`config.mk`:
```
export PLATFORM = sky130hd
export DESIGN_NAME = dmem_arbiter_flat
export DESIGN_NICKNAME = d
export VERILOG_FILES = /design/src/rtl/dmem_pkg.sv /design/src/rtl/dmem_arbiter_if.sv /design/src/rtl/dmem_arb_starve_ctr.sv /design/src/rtl/dmem_arbiter.sv /design/src/flat_wrapper.sv
export SDC_FILE = /design/constraint.sdc
export NUM_CORES = 1
export LEC_CHECK = 0
export ABC_AREA = 1
export ABC_CLOCK_PERIOD_IN_PS = 1400
export BUFFER_PORTS_ARGS = -buffer_cell sky130_fd_sc_hd__buf_2
export CAP_MARGIN = 20
export CELL_PAD_IN_SITES_DETAIL_PLACEMENT = 0
export CELL_PAD_IN_SITES_GLOBAL_PLACEMENT = 2
export CORE_UTILIZATION = 19
export CTS_CLUSTER_SIZE = 20
export DETAILED_ROUTE_END_ITERATION = 16
export PLACE_DENSITY = 0.79
export SETUP_SLACK_MARGIN = 0.2
export SYNTH_ARGS = -nofsm -noshare
export SYNTH_HDL_FRONTEND = slang
export SYNTH_SLANG_ARGS = --single-unit
```
`constraint.sdc`:
```
create_clock -name clk -period 1.4 [get_ports clk]
set_input_delay 0.07 -clock clk [delete_from_list [all_inputs] [get_ports clk]]
set_output_delay 0.07 -clock clk [all_outputs]
set_load 0.03 [all_outputs]
```
`src/rtl/dmem_pkg.sv`:
```
// Shared constants for the dmem arbiter: bus widths, starvation limit and grant encoding.
package dmem_pkg;

  localparam int unsigned DATA_WHITH       = 32;
  localparam int unsigned DATA_SIZE        = 8;
  localparam int unsigned ADDR_WHITH       = 10;
  localparam int unsigned DATA_BYTE        = DATA_WHITH / DATA_SIZE;
  localparam int unsigned STARVE_MAX_DFLT  = 4;
  localparam int unsigned STARVE_W         = 4;

  typedef enum logic [1:0] {
    GNT_NONE = 2'b00,
    GNT_LSU  = 2'b01,
    GNT_PTW  = 2'b10,
    GNT_BOTH = 2'b11
  } gnt_e;

endpackage

```
`src/rtl/dmem_arbiter_if.sv`:
```
// LSU, PTW and 2R1W dmem signal bundle; slave = arbiter view, master = requester/memory view.
interface dmem_arbiter_if;
  import dmem_pkg::*;

  logic                  lsu_req_valid;
  logic                  lsu_req_ready;
  logic [DATA_BYTE-1:0]  lsu_req_wmask;
  logic [ADDR_WHITH-1:0] lsu_req_addr;
  logic [DATA_WHITH-1:0] lsu_req_wdata;
  logic                  lsu_rsp_valid;
  logic [DATA_WHITH-1:0] lsu_rsp_rdata;

  logic                  ptw_req_valid;
  logic                  ptw_req_ready;
  logic [ADDR_WHITH-1:0] ptw_req_addr;
  logic                  ptw_rsp_valid;
  logic [DATA_WHITH-1:0] ptw_rsp_rdata;

  logic                  dmem_en;
  logic [DATA_BYTE-1:0]  dmem_wen;
  logic [ADDR_WHITH-1:0] dmem_addr1;
  logic [ADDR_WHITH-1:0] dmem_addr2;
  logic [DATA_WHITH-1:0] dmem_wdata;
  logic [DATA_WHITH-1:0] dmem_rdata1;
  logic [DATA_WHITH-1:0] dmem_rdata2;

  modport slave (
    input  lsu_req_valid, lsu_req_wmask, lsu_req_addr, lsu_req_wdata,
    output lsu_req_ready, lsu_rsp_valid, lsu_rsp_rdata,
    input  ptw_req_valid, ptw_req_addr,
    output ptw_req_ready, ptw_rsp_valid, ptw_rsp_rdata,
    output dmem_en, dmem_wen, dmem_addr1, dmem_addr2, dmem_wdata,
    input  dmem_rdata1, dmem_rdata2
  );

  modport master (
    output lsu_req_valid, lsu_req_wmask, lsu_req_addr, lsu_req_wdata,
    input  lsu_req_ready, lsu_rsp_valid, lsu_rsp_rdata,
    output ptw_req_valid, ptw_req_addr,
    input  ptw_req_ready, ptw_rsp_valid, ptw_rsp_rdata,
    input  dmem_en, dmem_wen, dmem_addr1, dmem_addr2, dmem_wdata,
    output dmem_rdata1, dmem_rdata2
  );

endinterface

```
`src/rtl/dmem_arb_starve_ctr.sv`:
```
// Saturating count of consecutive PTW denials; sat tells the arbiter to let the PTW win.
module dmem_arb_starve_ctr
  import dmem_pkg::*;
#(
  parameter int unsigned MAX = STARVE_MAX_DFLT
) (
  input  logic clk,
  input  logic rst,
  input  logic inc,
  input  logic clr,
  output logic sat
);

  logic [STARVE_W-1:0] cnt;

  always_ff @(posedge clk) begin
    if (rst) begin
      cnt <= '0;
    end else if (clr) begin
      cnt <= '0;
    end else if (inc && !sat) begin
      cnt <= cnt + STARVE_W'(1);
    end
  end

  assign sat = (cnt == STARVE_W'(MAX));

endmodule

```
`src/rtl/dmem_arbiter.sv`:
```
// Arbitrates the 2R1W dmem between LSU (port 1, r/w) and PTW (read port 2).
// Optional DMEM_ARB_PERF_EN adds conflict and PTW-stall performance counters.
module dmem_arbiter
  import dmem_pkg::*;
#(
  parameter int unsigned STARVE_MAX = STARVE_MAX_DFLT
) (
  input  logic           clk,
  input  logic           rst,
  dmem_arbiter_if.slave  bus
`ifdef DMEM_ARB_PERF_EN
  ,
  output logic [31:0]    perf_conflict_cnt,
  output logic [31:0]    perf_ptw_stall_cnt
`endif
);

  gnt_e                  gnt;
  logic                  lsu_wr;
  logic                  conflict;
  logic                  ptw_sat;
  logic                  lsu_gnt;
  logic                  ptw_gnt;
  logic [ADDR_WHITH-1:0] addr1;
  logic [ADDR_WHITH-1:0] addr2;
  logic [ADDR_WHITH-1:0] addr1_q;
  logic [ADDR_WHITH-1:0] addr2_q;

  assign lsu_wr   = bus.lsu_req_valid && (bus.lsu_req_wmask != '0);
  assign conflict = lsu_wr && bus.ptw_req_valid;

  // A write drives both read ports, so it excludes the PTW unless the PTW has starved.
  always_comb begin
    gnt = GNT_NONE;
    case ({bus.lsu_req_valid, bus.ptw_req_valid})
      2'b10:   gnt = GNT_LSU;
      2'b01:   gnt = GNT_PTW;
      2'b11: begin
        if (!conflict)    gnt = GNT_BOTH;
        else if (ptw_sat) gnt = GNT_PTW;
        else              gnt = GNT_LSU;
      end
      default: gnt = GNT_NONE;
    endcase
  end

  assign lsu_gnt = (gnt == GNT_LSU) || (gnt == GNT_BOTH);
  assign ptw_gnt = (gnt == GNT_PTW) || (gnt == GNT_BOTH);

  dmem_arb_starve_ctr #(.MAX(STARVE_MAX)) u_starve (
    .clk (clk),
    .rst (rst),
    .inc (conflict && !ptw_sat),
    .clr (!bus.ptw_req_valid || ptw_gnt),
    .sat (ptw_sat)
  );

  // Idle ports keep their previous address to avoid needless toggling.
  assign addr1 = lsu_gnt ? bus.lsu_req_addr :
                 ptw_gnt ? bus.ptw_req_addr : addr1_q;
  assign addr2 = ptw_gnt ? bus.ptw_req_addr : addr2_q;

  assign bus.lsu_req_ready = lsu_gnt && !rst;
  assign bus.ptw_req_ready = ptw_gnt && !rst;
  assign bus.dmem_en       = lsu_gnt || ptw_gnt;
  assign bus.dmem_wen      = (lsu_gnt && lsu_wr) ? bus.lsu_req_wmask : '0;
  assign bus.dmem_addr1    = addr1;
  assign bus.dmem_addr2    = addr2;
  assign bus.dmem_wdata    = bus.lsu_req_wdata;

  always_ff @(posedge clk) begin
    if (rst) begin
      addr1_q           <= '0;
      addr2_q           <= '0;
      bus.lsu_rsp_valid <= 1'b0;
      bus.lsu_rsp_rdata <= '0;
      bus.ptw_rsp_valid <= 1'b0;
      bus.ptw_rsp_rdata <= '0;
    end else begin
      addr1_q           <= addr1;
      addr2_q           <= addr2;
      bus.lsu_rsp_valid <= lsu_gnt;
      bus.ptw_rsp_valid <= ptw_gnt;
      if (lsu_gnt) bus.lsu_rsp_rdata <= lsu_wr ? '0 : bus.dmem_rdata1;
      if (ptw_gnt) bus.ptw_rsp_rdata <= bus.dmem_rdata2;
    end
  end

`ifdef DMEM_ARB_PERF_EN
  always_ff @(posedge clk) begin
    if (rst) begin
      perf_conflict_cnt  <= '0;
      perf_ptw_stall_cnt <= '0;
    end else begin
      if (conflict && (perf_conflict_cnt != '1))
        perf_conflict_cnt <= perf_conflict_cnt + 32'(1);
      if (bus.ptw_req_valid && !ptw_gnt && (perf_ptw_stall_cnt != '1))
        perf_ptw_stall_cnt <= perf_ptw_stall_cnt + 32'(1);
    end
  end
`endif

endmodule
```
`src/flat_wrapper.sv`:
```
// flat-port wrapper written by rule: the top's interface ports become plain ports
module dmem_arbiter_flat import dmem_pkg::*;
#(
  parameter int unsigned STARVE_MAX = STARVE_MAX_DFLT
)
  (clk, rst, bus_lsu_req_valid, bus_lsu_req_wmask, bus_lsu_req_addr, bus_lsu_req_wdata, bus_lsu_req_ready, bus_lsu_rsp_valid, bus_lsu_rsp_rdata, bus_ptw_req_valid, bus_ptw_req_addr, bus_ptw_req_ready, bus_ptw_rsp_valid, bus_ptw_rsp_rdata, bus_dmem_en, bus_dmem_wen, bus_dmem_addr1, bus_dmem_addr2, bus_dmem_wdata, bus_dmem_rdata1, bus_dmem_rdata2);
  dmem_arbiter_if bus_i ();
  input  logic clk;
  input  logic rst;
  input wire logic [$bits(bus_i.lsu_req_valid)-1:0] bus_lsu_req_valid;
  input wire logic [$bits(bus_i.lsu_req_wmask)-1:0] bus_lsu_req_wmask;
  input wire logic [$bits(bus_i.lsu_req_addr)-1:0] bus_lsu_req_addr;
  input wire logic [$bits(bus_i.lsu_req_wdata)-1:0] bus_lsu_req_wdata;
  output wire logic [$bits(bus_i.lsu_req_ready)-1:0] bus_lsu_req_ready;
  output wire logic [$bits(bus_i.lsu_rsp_valid)-1:0] bus_lsu_rsp_valid;
  output wire logic [$bits(bus_i.lsu_rsp_rdata)-1:0] bus_lsu_rsp_rdata;
  input wire logic [$bits(bus_i.ptw_req_valid)-1:0] bus_ptw_req_valid;
  input wire logic [$bits(bus_i.ptw_req_addr)-1:0] bus_ptw_req_addr;
  output wire logic [$bits(bus_i.ptw_req_ready)-1:0] bus_ptw_req_ready;
  output wire logic [$bits(bus_i.ptw_rsp_valid)-1:0] bus_ptw_rsp_valid;
  output wire logic [$bits(bus_i.ptw_rsp_rdata)-1:0] bus_ptw_rsp_rdata;
  output wire logic [$bits(bus_i.dmem_en)-1:0] bus_dmem_en;
  output wire logic [$bits(bus_i.dmem_wen)-1:0] bus_dmem_wen;
  output wire logic [$bits(bus_i.dmem_addr1)-1:0] bus_dmem_addr1;
  output wire logic [$bits(bus_i.dmem_addr2)-1:0] bus_dmem_addr2;
  output wire logic [$bits(bus_i.dmem_wdata)-1:0] bus_dmem_wdata;
  input wire logic [$bits(bus_i.dmem_rdata1)-1:0] bus_dmem_rdata1;
  input wire logic [$bits(bus_i.dmem_rdata2)-1:0] bus_dmem_rdata2;
  assign bus_i.lsu_req_valid = bus_lsu_req_valid;
  assign bus_i.lsu_req_wmask = bus_lsu_req_wmask;
  assign bus_i.lsu_req_addr = bus_lsu_req_addr;
  assign bus_i.lsu_req_wdata = bus_lsu_req_wdata;
  assign bus_lsu_req_ready = bus_i.lsu_req_ready;
  assign bus_lsu_rsp_valid = bus_i.lsu_rsp_valid;
  assign bus_lsu_rsp_rdata = bus_i.lsu_rsp_rdata;
  assign bus_i.ptw_req_valid = bus_ptw_req_valid;
  assign bus_i.ptw_req_addr = bus_ptw_req_addr;
  assign bus_ptw_req_ready = bus_i.ptw_req_ready;
  assign bus_ptw_rsp_valid = bus_i.ptw_rsp_valid;
  assign bus_ptw_rsp_rdata = bus_i.ptw_rsp_rdata;
  assign bus_dmem_en = bus_i.dmem_en;
  assign bus_dmem_wen = bus_i.dmem_wen;
  assign bus_dmem_addr1 = bus_i.dmem_addr1;
  assign bus_dmem_addr2 = bus_i.dmem_addr2;
  assign bus_dmem_wdata = bus_i.dmem_wdata;
  assign bus_i.dmem_rdata1 = bus_dmem_rdata1;
  assign bus_i.dmem_rdata2 = bus_dmem_rdata2;
  dmem_arbiter #(.STARVE_MAX(STARVE_MAX)) u_core (.clk(clk), .rst(rst), .bus(bus_i));
endmodule
```
==> results.txt <==
Status: finished, violations left
Failing checks: negative setup slack
Largest net degree at the start of global routing: 44
Ratio of cells with drive above 1 in the final layout: 51.8%
Pre-Repair DR Iteration Count: 4
Placed Area: 5140 um2
Final setup margin: -0.467 ns
CP Data Arrival Time: 1.80 ns
Vias in the first global route: 3976
Most common cell after layout, fill and taps aside: buf_2
Yosys warns: 0
Final Setup Violations: 101
Clock transition at path regs: 0.06 ns
Commonest non-fill, non-tap cells in the layout: 158 x buf_2, 88 x dfxtp_1, 78 x nor2_1
Worst setup path class: reg2out
Worst-path maximum fanout: 7
Unique masters post-synth: 25
Longest Clk Path Bufs: 2
Worst Skew: 0.00734 ns
Final HPWL DP: 8.75 mm
Mapped cell area: 3770 um2
Ant diodes: 0
Syn Area/Cell: 7.73 um2
Htree depth: 3
Num CTS Buffers: 9
Fin. Hold Viols: 0
DRC viols: 0
Nets: 878
Post-Synthesis Cells: 488
Global-route wire length before repair: 19.9 mm
Post-route ant nets: 0
Antenna violations before repair: 1
RSZ-0062 raised after global routing: yes
PwrDens: 989 nW/um2
Worst path cell trace: inv_2 > ha_4 > nand3_4 > clkinv_4 > nand3_4 > nand2_8 > buf_12 > or2_4 > nand2_4 > inv_2 > buf_6
IO buf count: 184
Post-Synthesis Net Count: 614
Fin crit share: 133%
Synth Register Bits: 90
Max rail drop VDD: 608 uV
F_max: 0.536 GHz
Post-synthesis sequential area ratio: 47.8%
Die ar.: 20400 um2
Worst endpoint required time: 1.33 ns
Worst min-delay path class: in2reg
Worst-Margin Slew: 0.316 ns
Setup WS pre-CTS: -0.206 ns
Global route total overflow: 0
Routed via count: 4062
Area grow syn2layout: 83.5%
Placer Congestion: 0.715
Reg2reg setup slack: -0.44 ns
Setup crit end kind: output pin
WP buf/inv: 5
Top Family by Delay on Critical Path: simple AND/OR/NAND/NOR gates
Die Width: 143 um
Ports: 249
Max Slew Vio Count: 0
Vias per cell: 3.98
Leakage dissipation: 3.24 nW
Site Rows: 51
CTS root buf: clkbuf_16
Core area: 19500 um2
Max Cap Viol: 0
Routed length per instance: 12.6 um
Min Tclk post-route: 1.87 ns
Worst slew margin: 78.9%
Setup TNS: -22.67 ns
CTS sink count: 90
Clock latency on the worst-skew pair: 0.34 ns
Slowest CP cell: dfxtp_2
Tot GR Track Use: 12.8%
Chip Height: 143 um
Slowest cell delay on critical path: 0.33 ns
Final instance area: 6920 um2
Final wirelength: 12.9 mm
Initial Util: 19.4%
Worst setup SP type: flop
DR iter-0 viols: 120
CTS tree: yes
## path summary, 6_finish.rpt
check,start,end,cells after the start
setup / recovery,u_core.u_starve.cnt[1],bus_dmem_addr1[0],11
hold / removal,bus_dmem_rdata2[26],u_core.bus.ptw_rsp_rdata[26],3
setup reg to reg,u_core.u_starve.cnt[1],u_core.addr1_q[8],15
hold reg to reg,u_core.bus.lsu_rsp_rdata[25],u_core.bus.lsu_rsp_rdata[25],2
## cell usage after synthesis
library cell	instances	area share, %
nor2_1	86	8.6
clkbuf_1	12	1.2
nand4_1	1	0.17
clkbuf_2	1	0.13
inv_1	23	2.3
buf_2	7	0.93
nand2_1	67	6.7
ha_1	2	0.66
nand2_4	1	0.30
buf_1	1	0.099
or2_1	3	0.50
dfxtp_1	90	48
nand3_2	2	0.53
clkinv_1	1	0.099
or2_2	8	1.3
xnor2_1	1	0.23
a21oi_2	8	1.9
nand3_1	54	7.2
o21ai_0	32	4.2
inv_2	1	0.099
nand2_2	10	1.7
a21oi_1	34	4.5
buf_4	38	7.6
buf_6	4	1.2
xor2_1	1	0.23
## flip-flops by register name, indices dropped and copies added (netlist names)
signal / cells
u_core.addr2_q: 10
u_core.addr1_q: 10
u_core.bus.lsu_rsp_rdata: 32
u_core.u_starve.cnt: 4
u_core.bus.lsu_rsp_valid: 1
u_core.bus.ptw_rsp_rdata: 32
u_core.bus.ptw_rsp_valid: 1
## repair_timing
action | CTS | global route
hold endpoints to repair | 62 | 0
setup endpoints to repair | 112 | 112
gates cloned | 3 | 0
hold buffers | 62 | 0
resized for setup | 124 | 46
buffers inserted | 18 | 5
pin swaps | 13 | 10
## power breakdown
group	switching (mW)	internal (mW)
Combinational	0.814	0.723
Sequential	0.0445	2.67
Clock	0.996	1.59
Total	1.85	4.99
## tightest hold or removal path, cell delays in order
cell	delay, ns
buf_2	0.07
o21ai_0	0.07
nor2_1	0.10
## cell type report
cell class	instances	area [um2]
clock inverters	3	65.1
fillers	2039	12500
clock buffers	11	243
well taps	265	332
inverters	25	106
flip-flops and latches	90	1800
repair buffers	316	2470
multi-input cells	310	1900
## routing by layer
metal	routed length, um	part of all wire, %	global-route usage (%)
met1	5160	40	13.7
met2	6410	50	22.8
met3	1080	8.4	4.86
met4	214	1.7	4.58
met5	13	0.10	0
## per-stage QoR
| step | std cells | util (%) | hold slack (ns) | total power [mW] |
|---|---|---|---|---|
| 6_report | 1020 | 35.6 | 0.0211 | 6.84 |
| 5_1_grt | 1020 | 35.6 | 0.0116 | 7.21 |
| 4_1_cts | 1015 | 34.5 | 0.00205 | 6.94 |
| 3_5_place_dp | 918 | 26.4 | 0.140 | 3.89 |
| 3_3_place_gp | 918 | 26.4 | 0.140 | 3.89 |
| 2_1_floorplan | 488 | - | 0.233 | 3.61 |
## kinds of logic (layout without fill, tap and decap cells)
kind of cell	count (synthesis)	after routing	synth area share, %
buffers and inverters	88	355	13.6
XOR/XNOR	2	2	0.465
adder cells (fa/ha/maj)	2	2	0.663
flip-flops	90	90	47.8
AND/OR/NAND/NOR	232	232	26.9
AO/OA/AOI/OAI	74	74	10.6
No activity file was read; power rests on OpenSTA's default activity.
